$ cat config.mk
export PLATFORM = sky130hd
export DESIGN_NAME = tower_hit_ctrl
export DESIGN_NICKNAME = d
export VERILOG_FILES = /design/src/rtl/tower_game_pkg.sv /design/src/rtl/hitbox_overlap_counter.sv /design/src/rtl/tower_hit_ctrl.sv
export SDC_FILE = /design/constraint.sdc
export NUM_CORES = 1
export LEC_CHECK = 0
export ABC_AREA = 1
export BUFFER_PORTS_ARGS = -buffer_cell sky130_fd_sc_hd__buf_2
export CORE_ASPECT_RATIO = 1.75
export CORE_UTILIZATION = 35
export CTS_BUF_LIST = sky130_fd_sc_hd__clkbuf_16
export DETAILED_ROUTE_END_ITERATION = 8
export GPL_TIMING_DRIVEN = 0
export PLACE_DENSITY_LB_ADDON = 0.25
export SLEW_MARGIN = 20
export SYNTH_ARGS = -nofsm -noshare
export SYNTH_HDL_FRONTEND = slang
export SYNTH_SLANG_ARGS = --single-unit
$ cat constraint.sdc
create_clock -name clk -period 2.6 [get_ports clk]
set_clock_uncertainty 0.2 [all_clocks]
set_input_delay 0 -clock clk [delete_from_list [all_inputs] [get_ports clk]]
set_output_delay 0 -clock clk [all_outputs]
set_load 0.05 [all_outputs]
$ cat src/rtl/tower_game_pkg.sv
// Shared definitions for the tower stage: game FSM states, screen geometry
// and the tower sprite size used by both the tower mover and the hit logic.
package tower_game_pkg;

   typedef enum logic [1:0] {
      PLAY,
      HIT_PAUSE,
      GAME_OVER
   } game_state_t;

   localparam int SCREEN_WIDTH   = 640;
   localparam int SCREEN_HEIGHT  = 480;

   // Tower sprite dimensions, kept in one place so mover and hit box agree
   localparam int TOWER_WIDTH_X  = 28;
   localparam int TOWER_HEIGHT_Y = 58;

   localparam int OVERLAP_W      = 8;

   // Increment that sticks at all-ones instead of wrapping
   function automatic logic [OVERLAP_W-1:0] sat_inc(input logic [OVERLAP_W-1:0] v);
      return (v == {OVERLAP_W{1'b1}}) ? v : v + OVERLAP_W'(1);
   endfunction

endpackage

$ cat src/rtl/hitbox_overlap_counter.sv
// Counts player/tower coincident pixels that fall inside the tower's opaque
// hit box during one frame. The count saturates, restarts on startOfFrame
// (a pixel on that same cycle already belongs to the new frame), can be held
// while the game is over and cleared on a game restart.
module hitbox_overlap_counter
   import tower_game_pkg::*;
#(
   parameter int OBJECT_WIDTH_X = TOWER_WIDTH_X,
   parameter int OBJECT_HEIGHT_Y = TOWER_HEIGHT_Y,
   parameter int MARGIN_X = 4,
   parameter int MARGIN_Y = 6
) (
   input  logic                 clk,
   input  logic                 resetN,
   input  logic                 clear,
   input  logic                 hold,
   input  logic                 startOfFrame,
   input  logic                 towerDrawingRequest,
   input  logic [10:0]          offsetX,
   input  logic [10:0]          offsetY,
   input  logic                 playerDrawingRequest,
   output logic [OVERLAP_W-1:0] frameOverlap
);

   localparam logic [10:0] X_LO = 11'(MARGIN_X);
   localparam logic [10:0] X_HI = 11'(OBJECT_WIDTH_X - MARGIN_X);
   localparam logic [10:0] Y_LO = 11'(MARGIN_Y);
   localparam logic [10:0] Y_HI = 11'(OBJECT_HEIGHT_Y - MARGIN_Y);

   logic                 hitPixel;
   logic [OVERLAP_W-1:0] overlapCnt_reg;

   // Pixel counts only when both sprites draw it and it is off the transparent border
   always_comb begin
      hitPixel = towerDrawingRequest && playerDrawingRequest &&
                 (offsetX >= X_LO) && (offsetX < X_HI) &&
                 (offsetY >= Y_LO) && (offsetY < Y_HI);
   end

   // Per-frame saturating overlap counter
   always_ff @(posedge clk) begin
      if (!resetN) begin
         overlapCnt_reg <= '0;
      end else if (clear) begin
         overlapCnt_reg <= '0;
      end else if (hold) begin
         overlapCnt_reg <= overlapCnt_reg;
      end else if (startOfFrame) begin
         overlapCnt_reg <= hitPixel ? OVERLAP_W'(1) : '0;
      end else if (hitPixel) begin
         overlapCnt_reg <= sat_inc(overlapCnt_reg);
      end
   end

   assign frameOverlap = overlapCnt_reg;

endmodule

$ cat src/rtl/tower_hit_ctrl.sv
// Player/tower collision controller. Evaluates the overlap of the frame that
// just ended on every startOfFrame and runs the lives / hit-pause / game-over
// state machine, plus the level timer that raises the active tower count.
// Every output is a register, so the tower mover sees a new pause value one
// frame after the frame that caused it.
module tower_hit_ctrl
   import tower_game_pkg::*;
#(
   parameter int OBJECT_WIDTH_X  = TOWER_WIDTH_X,
   parameter int OBJECT_HEIGHT_Y = TOWER_HEIGHT_Y,
   parameter int MARGIN_X        = 4,
   parameter int MARGIN_Y        = 6,
   parameter int HIT_THRESHOLD   = 8,
   parameter int PAUSE_FRAMES    = 60,
   parameter int INIT_LIVES      = 3,
   parameter int LEVEL_FRAMES    = 600,
   parameter int INIT_TREES      = 1,
   parameter int MAX_TREES       = 15
) (
   input  logic        clk,
   input  logic        resetN,
   input  logic        startOfFrame,
   input  logic        towerDrawingRequest,
   input  logic [10:0] offsetX,
   input  logic [10:0] offsetY,
   input  logic        playerDrawingRequest,
   input  logic        restart,
   output logic        pause,
   output logic [3:0]  curTreeCount,
   output logic [2:0]  livesLeft,
   output logic        hitPulse,
   output logic        gameOver
);

   localparam int PCNT_W = $clog2(PAUSE_FRAMES + 1);
   localparam int LVL_W  = $clog2(LEVEL_FRAMES + 1);

   localparam logic [OVERLAP_W-1:0] HIT_TH     = OVERLAP_W'(HIT_THRESHOLD);
   localparam logic [PCNT_W-1:0]    PAUSE_LAST = PCNT_W'(PAUSE_FRAMES - 1);
   localparam logic [LVL_W-1:0]     LEVEL_LAST = LVL_W'(LEVEL_FRAMES - 1);
   localparam logic [2:0]           LIVES_INIT = 3'(INIT_LIVES);
   localparam logic [3:0]           TREES_INIT = 4'(INIT_TREES);
   localparam logic [3:0]           TREES_MAX  = 4'(MAX_TREES);

   game_state_t          state_reg, state_next;
   logic                 pause_reg, pause_next;
   logic                 gameOver_reg, gameOver_next;
   logic                 hitPulse_reg, hitPulse_next;
   logic [2:0]           livesLeft_reg, livesLeft_next;
   logic [3:0]           curTreeCount_reg, curTreeCount_next;
   logic [PCNT_W-1:0]    pauseCnt_reg, pauseCnt_next;
   logic [LVL_W-1:0]     levelCnt_reg, levelCnt_next;
   logic [OVERLAP_W-1:0] frameOverlap;
   logic                 overlapClear;
   logic                 overlapHold;

   // A restart wipes the partial frame; otherwise the counter freezes in GAME_OVER
   assign overlapClear = (state_reg == GAME_OVER) && restart;
   assign overlapHold  = (state_reg == GAME_OVER);

   hitbox_overlap_counter #(
      .OBJECT_WIDTH_X  (OBJECT_WIDTH_X),
      .OBJECT_HEIGHT_Y (OBJECT_HEIGHT_Y),
      .MARGIN_X        (MARGIN_X),
      .MARGIN_Y        (MARGIN_Y)
   ) u_overlap (
      .clk                  (clk),
      .resetN               (resetN),
      .clear                (overlapClear),
      .hold                 (overlapHold),
      .startOfFrame         (startOfFrame),
      .towerDrawingRequest  (towerDrawingRequest),
      .offsetX              (offsetX),
      .offsetY              (offsetY),
      .playerDrawingRequest (playerDrawingRequest),
      .frameOverlap         (frameOverlap)
   );

   // State, counters and all outputs register here
   always_ff @(posedge clk) begin
      if (!resetN) begin
         state_reg        <= PLAY;
         pause_reg        <= 1'b0;
         gameOver_reg     <= 1'b0;
         hitPulse_reg     <= 1'b0;
         livesLeft_reg    <= LIVES_INIT;
         curTreeCount_reg <= TREES_INIT;
         pauseCnt_reg     <= '0;
         levelCnt_reg     <= '0;
      end else begin
         state_reg        <= state_next;
         pause_reg        <= pause_next;
         gameOver_reg     <= gameOver_next;
         hitPulse_reg     <= hitPulse_next;
         livesLeft_reg    <= livesLeft_next;
         curTreeCount_reg <= curTreeCount_next;
         pauseCnt_reg     <= pauseCnt_next;
         levelCnt_reg     <= levelCnt_next;
      end
   end

   // Next-state and next-output logic; frames are judged only on startOfFrame
   always_comb begin
      state_next        = state_reg;
      pause_next        = pause_reg;
      gameOver_next     = gameOver_reg;
      hitPulse_next     = 1'b0;
      livesLeft_next    = livesLeft_reg;
      curTreeCount_next = curTreeCount_reg;
      pauseCnt_next     = pauseCnt_reg;
      levelCnt_next     = levelCnt_reg;

      case (state_reg)
         PLAY: begin
            if (startOfFrame) begin
               if (frameOverlap >= HIT_TH) begin
                  hitPulse_next  = 1'b1;
                  livesLeft_next = livesLeft_reg - 3'd1;
                  pause_next     = 1'b1;
                  if (livesLeft_reg == 3'd1) begin
                     state_next    = GAME_OVER;
                     gameOver_next = 1'b1;
                  end else begin
                     state_next    = HIT_PAUSE;
                     pauseCnt_next = PAUSE_LAST;
                  end
               end else if (levelCnt_reg == LEVEL_LAST) begin
                  levelCnt_next = '0;
                  if (curTreeCount_reg < TREES_MAX) begin
                     curTreeCount_next = curTreeCount_reg + 4'd1;
                  end
               end else begin
                  levelCnt_next = levelCnt_reg + LVL_W'(1);
               end
            end
         end

         HIT_PAUSE: begin
            if (startOfFrame) begin
               if (pauseCnt_reg == '0) begin
                  state_next = PLAY;
                  pause_next = 1'b0;
               end else begin
                  pauseCnt_next = pauseCnt_reg - PCNT_W'(1);
               end
            end
         end

         GAME_OVER: begin
            if (restart) begin
               state_next        = PLAY;
               pause_next        = 1'b0;
               gameOver_next     = 1'b0;
               livesLeft_next    = LIVES_INIT;
               curTreeCount_next = TREES_INIT;
               levelCnt_next     = '0;
               pauseCnt_next     = '0;
            end
         end

         default: begin
            state_next = PLAY;
         end
      endcase
   end

   assign pause        = pause_reg;
   assign gameOver     = gameOver_reg;
   assign hitPulse     = hitPulse_reg;
   assign livesLeft    = livesLeft_reg;
   assign curTreeCount = curTreeCount_reg;

endmodule

==> out/qor.yml, run 1 <==
routing:
  drt_iter0_markers: 40
  first_pass_iters: 4
  vias: 2217
  drtAntennaViolNets: 0
  wl_mm: 5.04
  wl_per_cell_um: 10.6
  post-route-drc-count: 0
  via_per_inst: 4.64
sta:
  finalHoldViolCount: 0
  hold_slack_ns: 0.142
  period_minus_slack_ns: 2.01
  fin_crit_sh: 0.773
  drv_slew: 0
  setup_viol: 0
  tightest_slew_ns: 0.405
  fmax_ghz: 0.498
  max-slew-margin-rel: 0.727
  tns_ns: 0
  rsz0062_at_grt: "no"
  layout_setup_ws_ns: 0.590
logic_synthesis:
  synth_area_leaders: "dfxtp_1 31%, nand2_1 12%, nor2_1 10%"
  synth_most_common_cell: "nand2_1"
  synth_edf_count: 0
  synth-seq-area-share: 0.312
  syn_avg_cell_area_sq_um: 6.52
  ys_warn_count: 0
  synth_cell_types: 31
  synthCells: 354
  synth_top_cell_area_share: 0.312
  synth_top_cell_by_area: "dfxtp_1"
  synthesis.nets: 393
  syn-cell-area_sq_mm: 0.00231
  async_reset_ff_frac: 0
  synth_seq_cells: 36
  synth_common_cells: "73 x nand2_1, 63 x nor2_1, 52 x inv_1"
  synth_ff_type: "dfxtp_1"
power:
  powerDensity_mw_per_mm2: 801
  irDropWorstVdd_v: 0.000511
  p_total_mw: 2.19
  total_leakage_power_nw: 1.34
critical_path:
  path_class: "reg -> reg"
  cpPeakStageDelay_ns: 0.36
  crit_chain: "inv_1, ha_1, buf_4, nor2_4, nor2_4, nand2_4, inv_4, a21oi_4, nand2_1, a21oi_1"
  crit_top_cell: "nor2_4"
  endpoint_kind: "flip-flop"
  reg2reg_slack_ns: 0.59
  crit_fanout: 10
  crit_slowest_cell: "dfxtp_1"
  worstPathArrival_ns: 2.03
  critPathLaunchType: "flip-flop"
  required_ns: 2.62
floorplanning:
  io_pins: 38
  die_w_um: 63.4
  num_rows: 38
  initial_core_util: 0.368
  core-area_sq_mm: 0.00628
  die_h_um: 109
  die_area_sq_mm: 0.00693
cts:
  clkTransAtPathRegs_ns: 0.06
  worstSkewPairLatency_ns: 0.29
  postCtsSetupRepairBufs: 0
  cts_resized: 0
  htreeDepth: 2
  cts.sinks: 36
  root_buffer: "clkbuf_16"
  postCtsHoldBufs: 3
  cts_tree: "done"
  clock_path_buffers: 2
  numCtsBuffers: 5
global_routing:
  grt_pass1_wl_mm: 8.72
  grt_pass1_vias: 2087
  antenna_found_initial: 0
  grt.total_usage: 0.160
  grt_overflow: 0
  grt_max_degree: 11
final_layout:
  final_util: 0.436
  diodes: 0
  largest_reg_flops: 10
  final_cells: 478
  fillCellCount: 681
  nNetsFinal: 436
  area_delta_synth_final_pct: 18.7
  drive_gt1_frac: 0.173
  fin_area_sq_mm: 0.00274
placement:
  dpl-instance-area_sq_mm: 0.00257
  dp.cells: 467
  dp_hpwl_mm: 3.91
  gp_congestion: 0.801
  io_buffers: 33
  pre_cts_ws_ns: 0.572
flow_run:
  cap_viol_max_count: 0
worst_hold_path:
  min_path_type: "in -> reg"
run_status:
  status: "finished, final reports clean"
critical path: cells and delay by family (launching register included):
kind            cells  cell delay [ns]
compound gates      2             0.39
fa+ha+maj           1             0.20
buf+inv             3             0.36
flops               1             0.36
simple gates        4             0.44
cell type report:
cell class	count	area (sq um)	area share
buffer	6	47.5	0.0174
inverter	57	219	0.0799
clock buffer	5	125	0.0457
multi-input combinational	255	1320	0.482
clock inverter	3	11.3	0.00411
tap	80	100	0.0365
sequential	36	721	0.263
timing repair buffer	36	195	0.0713
kinds of logic after synthesis:
logic type               Yosys count  synth area share
adder cells (fa/ha/maj)           11            0.0597
AO/OA/AOI/OAI                     43             0.104
XOR/XNOR                          10            0.0380
AND/OR/NAND/NOR                  191             0.370
flip-flops                        36             0.312
buffers and inverters             63             0.116
layer usage:
layer | routed length, um | global-route usage | part of all wire | vias up
met2 | 2760 | 0.323 | 0.55 | 40
li1 | - | - | - | 1192
met3 | 179 | 0.0342 | 0.035 | 7
met1 | 2010 | 0.145 | 0.40 | 978
met5 | 0 | 0 | 0 | -
met4 | 99 | 0.0795 | 0.020 | 0
layout by cell type (no fill, tap or decap):
master / n
inv_4: 2
nor3_2: 1
buf_2: 35
nand2_1: 73
o21ai_1: 9
and3_1: 1
or2_1: 1
clkinv_1: 1
a21oi_1: 21
nand3_2: 2
buf_4: 2
inv_2: 3
nor2_1: 63
a21boi_0: 1
xnor2_1: 1
buf_6: 2
clkbuf_16: 5
dlygate4sd3_1: 3
nand3_1: 26
o211ai_1: 1
dfxtp_1: 36
a21oi_4: 1
nor2_2: 3
nand2_4: 2
xor2_1: 9
nor3_1: 3
inv_1: 54
a31oi_1: 1
nand2_2: 6
nand4_1: 7
nor2_4: 3
a21oi_2: 2
o21ai_0: 7
ha_1: 11
power by group:
part / total (mW) / internal, mW / switching (mW) / leakage, nW
Sequential: 0.703 / 0.633 / 0.0701 / 0.291
Combinational: 0.914 / 0.305 / 0.609 / 0.979
Clock: 0.575 / 0.345 / 0.230 / 0.0738
Total: 2.19 / 1.28 / 0.910 / 1.34
worst paths after layout:
check	from	end	cells past startpoint
worst max register to register	state_reg[0]$_SDFFE_PN0P_	levelCnt_reg[4]$_SDFFE_PN0P_	10
worst min register to register	gameOver$_SDFFE_PN0P_	gameOver$_SDFFE_PN0P_	2
worst max-delay path	state_reg[0]$_SDFFE_PN0P_	levelCnt_reg[4]$_SDFFE_PN0P_	10
worst min-delay path	offsetY[7]	u_overlap.frameOverlap[0]$_SDFFE_PP0P_	10
(Power assumes the default switching activity.)
==> inputs of run 2 (changes only) <==
--- a/config.mk
+++ b/config.mk
@@ -5,7 +5,7 @@
 export SDC_FILE = /design/constraint.sdc
 export NUM_CORES = 1
 export LEC_CHECK = 0
-export ABC_AREA = 1
+export ABC_AREA = 0
 export BUFFER_PORTS_ARGS = -buffer_cell sky130_fd_sc_hd__buf_2
 export CORE_ASPECT_RATIO = 1.75
 export CORE_UTILIZATION = 35
==> constraint.sdc (replaced) <==
create_clock -name clk -period 2.06 [get_ports clk]
set_clock_uncertainty 0.2 [all_clocks]
set_input_delay 0 -clock clk [delete_from_list [all_inputs] [get_ports clk]]
set_output_delay 0 -clock clk [all_outputs]
set_load 0.05 [all_outputs]
==> out/qor.yml, run 2 <==
power:
  power_frac_seq: 0.472
  total_leakage_power_nw: 1.16
  pwr-share-comb: 0.057
  p_total_mw: 1.50
  powerDensity_mw_per_mm2: 509
  swShare: 0.218
  irDropWorstVdd_v: 0.000482
  p_sw_uw: 327
  power_frac_clock: 0.471
  p_int_mw: 1.17
flow_run:
  cap_viol_max_count: 0
logic_synthesis:
  synth_cell_types: 60
  synth_top_cell_area_share: 0.340
  syn_avg_cell_area_sq_um: 8.40
  synth-seq-area-share: 0.340
  synthesis.nets: 291
  synth_common_cells: "36 x dfxtp_1, 24 x nor2_1, 20 x inv_1"
  synth_edf_count: 0
  async_reset_ff_frac: 0
  synthCells: 252
  synth_seq_cells: 36
  synth_area_leaders: "dfxtp_1 34%, ha_1 6.5%, nor2_1 4.3%"
  synth_top_cell_by_area: "dfxtp_1"
  syn-cell-area_sq_mm: 0.00212
  ys_warn_count: 0
  synth_most_common_cell: "dfxtp_1"
  synth_ff_type: "dfxtp_1"
sta:
  setup_viol: 13
  max-slew-margin-rel: 0.598
  fin_crit_sh: 1.20
  fmax_ghz: 0.406
  finalHoldViolCount: 0
  layout_setup_ws_ns: -0.404
  period_minus_slack_ns: 2.46
  tns_ns: -3.16
  drv_slew: 0
  rsz0062_at_grt: "yes"
  tightest_slew_ns: 0.604
critical_path:
  path_class: "reg -> reg"
  endpoint_kind: "flip-flop"
  crit_fanout: 5
  required_ns: 2.07
  critPathLaunchType: "flip-flop"
  reg2reg_slack_ns: -0.40
  worstPathArrival_ns: 2.47
global_routing:
  grt_pass1_vias: 1978
  grt_overflow: 0
  grt_pass1_wl_mm: 8.73
  grt.total_usage: 0.182
  antenna_found_initial: 0
  grt_max_degree: 12
floorplanning:
  die_h_um: 105
  die_w_um: 60.8
  die_area_sq_mm: 0.00638
  initial_core_util: 0.363
  io_pins: 38
  core-area_sq_mm: 0.00583
  num_rows: 37
routing:
  top_layer: "met4"
  wl_mm: 5.72
  drtAntennaViolNets: 0
  drt_iter0_markers: 52
  post-route-drc-count: 0
  first_pass_iters: 4
  via_per_inst: 5.30
  met1Wirelength_mm: 2.29
  dr_wl_met3_um: 240
  wl_per_cell_um: 14.5
  vias: 2088
  dr_wl_met2_mm: 3.04
cts:
  cts_tree: "done"
  clkTransAtPathRegs_ns: 0.05
  root_buffer: "clkbuf_16"
  worstSkewPairLatency_ns: 0.28
  htreeDepth: 2
  cts.sinks: 36
  numCtsBuffers: 5
  clock_path_buffers: 2
final_layout:
  area_delta_synth_final_pct: 39.3
  drive_gt1_frac: 0.354
  nNetsFinal: 354
  final_common_cell: "buf_2"
  most-common-layout-cells: "35 x buf_2, 30 x dfxtp_1, 20 x nor2_1"
  final_cells: 394
  diodes: 0
  largest_reg_flops: 10
placement:
  dp_hpwl_mm: 3.73
  gp_congestion: 0.820
  dp.cells: 364
  pre_cts_ws_ns: -0.435
  io_buffers: 34
run_status:
  status: "finished, violations left"
  violations: "setup timing"
worst_hold_path:
  min_path_type: "in -> reg"
run 2: cell types whose count changed after synthesis, sizes merged, moves of 4 or more:
cell   change
nand3     -15
nand2     -64
mux2i      +5
a21oi      -8
a211o      +4
nor2b      +6
nor4       +9
inv       -37
o21ai      -5
nor2      -45
a31oi      +5
run 2: power groups by stage:
| stage | combinational (mW) | sequential (mW) | clock [mW] |
|---|---|---|---|
| 6_report | 0.0862 | 0.708 | 0.707 |
| 5_1_grt | 0.0956 | 0.708 | 0.756 |
| 4_1_cts | 0.0791 | 0.705 | 0.723 |
| 3_5_place_dp | 0.0711 | 0.719 | 0 |
| 3_3_place_gp | 0.0702 | 0.719 | 0 |
| 2_1_floorplan | 0.0336 | 0.719 | 0 |
run 2: stage by stage:
stage | area, sq um | utilization | hold WS [ns]
2_1_floorplan | 2160 | - | -0.0808
3_3_place_gp | 2430 | 0.416 | 0.109
3_5_place_dp | 2430 | 0.416 | 0.0920
4_1_cts | 2770 | 0.475 | 0.0343
5_1_grt | 2950 | 0.506 | 0.0755
6_report | 2950 | 0.506 | 0.0535
run 2: final timing paths:
| kind | start | depth (start not counted) | to |
|---|---|---|---|
| max | state_reg[0]$_SDFFE_PN0P_ | 8 | pauseCnt_reg[2]$_SDFFE_PN0P_ |
| min reg2reg | pauseCnt_reg[5]$_SDFFE_PN0P_ | 2 | pauseCnt_reg[5]$_SDFFE_PN0P_ |
| max reg2reg | state_reg[0]$_SDFFE_PN0P_ | 8 | pauseCnt_reg[2]$_SDFFE_PN0P_ |
| min | restart | 4 | u_overlap.frameOverlap[0]$_SDFFE_PP0P_ |
run 2: metal layers:
layer | vias to the layer above | GRT usage
li1 | 1039 | -
met1 | 983 | 0.190
met2 | 56 | 0.327
met3 | 10 | 0.0371
met4 | 0 | 0.0860
met5 | - | 0
run 2: kinds of logic after synthesis:
family,count (synthesis),synth area share
buf+inv,27,0.0585
xor+xnor,11,0.0455
simple gates,107,0.285
mux,6,0.0290
flops,36,0.340
compound gates,54,0.176
fa+ha+maj,11,0.0650
run 2: worst max-delay path, cell delays in order (launching register included):
cell and delay (ns):
dfxtp_2 0.35, inv_4 0.05, ha_4 0.16, buf_6 0.11, buf_6 0.11, a311o_2 0.40
a311o_1 0.39, or4_4 0.50, a21oi_2 0.13
run 2: area by class of cell:
cell class,count,area [sq um]
plain buffers,5,40.0
repair buffers,58,382
fillers,554,2880
clock inverters,3,11.3
inverters,20,77.6
flip-flops and latches,36,731
clock buffers,5,125
multi-input cells,189,1490
well taps,78,97.6
run 2: timing repair:
action / CTS / global route
pin swaps: 17 / 16
resized for setup: 23 / 34
hold buffers: 3 / 0
setup buffers: 13 / 8
endpoints found under the hold margin: 3 / 0
cloned: 1 / 0
setup endpoints to repair: 21 / 34
==> inputs of run 3 (changes only) <==
--- a/config.mk
+++ b/config.mk
@@ -17,3 +17,4 @@
 export SYNTH_ARGS = -nofsm -noshare
 export SYNTH_HDL_FRONTEND = slang
 export SYNTH_SLANG_ARGS = --single-unit
+export TNS_END_PERCENT = 5
==> out/qor.yml, run 3 (synthesis gave the netlist of run 2 again) <==
cts:
  root_buffer: "clkbuf_16"
  worstSkewPairLatency_ns: 0.28
  clkTransAtPathRegs_ns: 0.06
  htreeDepth: 2
  clock_path_buffers: 2
  cts.sinks: 36
  cts_tree: "done"
  numCtsBuffers: 5
global_routing:
  grt.total_usage: 0.182
  grt_overflow: 0
  grt_max_degree: 12
  grt_pass1_wl_mm: 8.50
  antenna_found_initial: 0
  grt_pass1_vias: 1923
routing:
  vias: 1994
  via_per_inst: 5.25
  drt_iter0_markers: 27
  drtAntennaViolNets: 0
  first_pass_iters: 4
  post-route-drc-count: 0
  wl_mm: 5.45
  wl_per_cell_um: 14.4
flow_run:
  cap_viol_max_count: 0
floorplanning:
  core-area_sq_mm: 0.00583
  io_pins: 38
  initial_core_util: 0.363
  die_area_sq_mm: 0.00638
  die_w_um: 60.8
  die_h_um: 105
  num_rows: 37
final_layout:
  nNetsFinal: 340
  diodes: 0
  final_cells: 380
  final_common_cell: "buf_2"
  largest_reg_flops: 10
  most-common-layout-cells: "34 x buf_2, 31 x dfxtp_1, 24 x nor2_1"
  fillCellCount: 593
  area_delta_synth_final_pct: 29.8
  drive_gt1_frac: 0.288
placement:
  dp.cells: 364
  gp_congestion: 0.741
  io_buffers: 34
  dp_hpwl_mm: 3.87
power:
  irDropWorstVdd_v: 0.000546
  p_int_mw: 1.30
  p_sw_uw: 340
  powerDensity_mw_per_mm2: 596
  total_leakage_power_nw: 1.11
  power_frac_seq: 0.429
  p_total_mw: 1.64
  swShare: 0.208
  power_frac_clock: 0.523
  pwr-share-comb: 0.048
sta:
  fin_crit_sh: 1.18
  period_minus_slack_ns: 2.43
  max-slew-margin-rel: 0.635
  rsz0062_at_grt: "yes"
  tightest_slew_ns: 0.545
  fmax_ghz: 0.411
  setup_viol: 14
  layout_setup_ws_ns: -0.375
  finalHoldViolCount: 0
  drv_slew: 0
critical_path:
  rr_worst_depth: 8
  cp.depth: 8
  crit_slowest_cell: "or4_1"
  crit_fanout: 4
  cpPeakStageDelay_ns: 0.52
  required_ns: 2.08
  path_buf_inv: 2
  critPathLaunchType: "flip-flop"
  crit_family: "compound AO/OA/AOI/OAI gates"
  worstPathArrival_ns: 2.45
  path_class: "reg -> reg"
  endpoint_kind: "flip-flop"
  crit_chain: "inv_4, ha_4, buf_6, and3b_2, a211o_4, a311o_1, or4_1, a21oi_1"
worst_hold_path:
  min_path_type: "in -> reg"
  min_path_cells: 4
run_status:
  status: "finished, violations left"
  violations: "setup timing"
## run 3: cell count changes in the layout (fill, tap and decap cells not counted), moves of 3 or more
cell and delta:
o21ai_1 -4, nor2_1 +4, buf_6 -6, o21ai_0 +5, buf_4 -8, dfxtp_2 -3
## run 3: power by group through the flow
stage | logic, mW | clock network [mW] | registers [mW]
final | 0.0792 | 0.856 | 0.703
after global routing | 0.0892 | 0.909 | 0.702
after CTS | 0.0779 | 0.881 | 0.702
after detailed placement | 0.0707 | 0 | 0.719
after global placement | 0.0712 | 0 | 0.720
after floorplan | 0.0336 | 0 | 0.719
## run 3: worst min-delay path, cell delays in order
cell and delay [ns]:
buf_2 0.12, nand2_1 0.07, and3_1 0.16, o221a_2 0.11
## run 3: path summary, 6_finish.rpt
check	slack, ns	start	end
worst min register to register	0.28	pauseCnt_reg[5]$_SDFFE_PN0P_	pauseCnt_reg[5]$_SDFFE_PN0P_
worst min-delay path	0.03	restart	u_overlap.frameOverlap[0]$_SDFFE_PP0P_
worst max register to register	-0.37	state_reg[1]$_SDFFE_PN0P_	pauseCnt_reg[2]$_SDFFE_PN0P_
worst max-delay path	-0.37	state_reg[1]$_SDFFE_PN0P_	pauseCnt_reg[2]$_SDFFE_PN0P_
## run 3: per-stage QoR
step	hold slack, ns	util	TNS [ns]	area [sq um]	setup slack [ns]
floorplan	-0.0808	-	-1.28	2130	-0.268
global placement	0.104	0.411	-6.41	2400	-0.425
detailed placement	0.0995	0.411	-6.23	2400	-0.439
CTS	0.00813	0.467	-2.10	2730	-0.377
global route	0.0506	0.471	-3.88	2750	-0.452
finish	0.0270	0.471	-2.14	2750	-0.375
## run 3: repair_timing
item,4_1_cts,5_1_grt
gates resized for setup,25,6
endpoints found under the setup margin,21,27
pin swaps,6,0
hold buffers,3,0
endpoints found under the hold margin,3,0
setup buffers,6,0
## run 3: cell type report
cell class	instances	area [sq um]	area share
Buffer	6	46.3	0.0168
Multi-Input combinational cell	189	1380	0.502
Sequential cell	36	734	0.267
Clock buffer	5	125	0.0455
Tap cell	78	97.6	0.0355
Timing Repair Buffer	43	249	0.0906
Inverter	20	77.6	0.0282
Clock inverter	3	38.8	0.0141
## run 3: metal layers
metal / vias up / global-route usage / share of wire
li1: 1009 / - / -
met1: 933 / 0.174 / 0.39
met2: 42 / 0.328 / 0.54
met3: 10 / 0.0495 / 0.041
met4: 0 / 0.0990 / 0.030
met5: - / 0 / 0
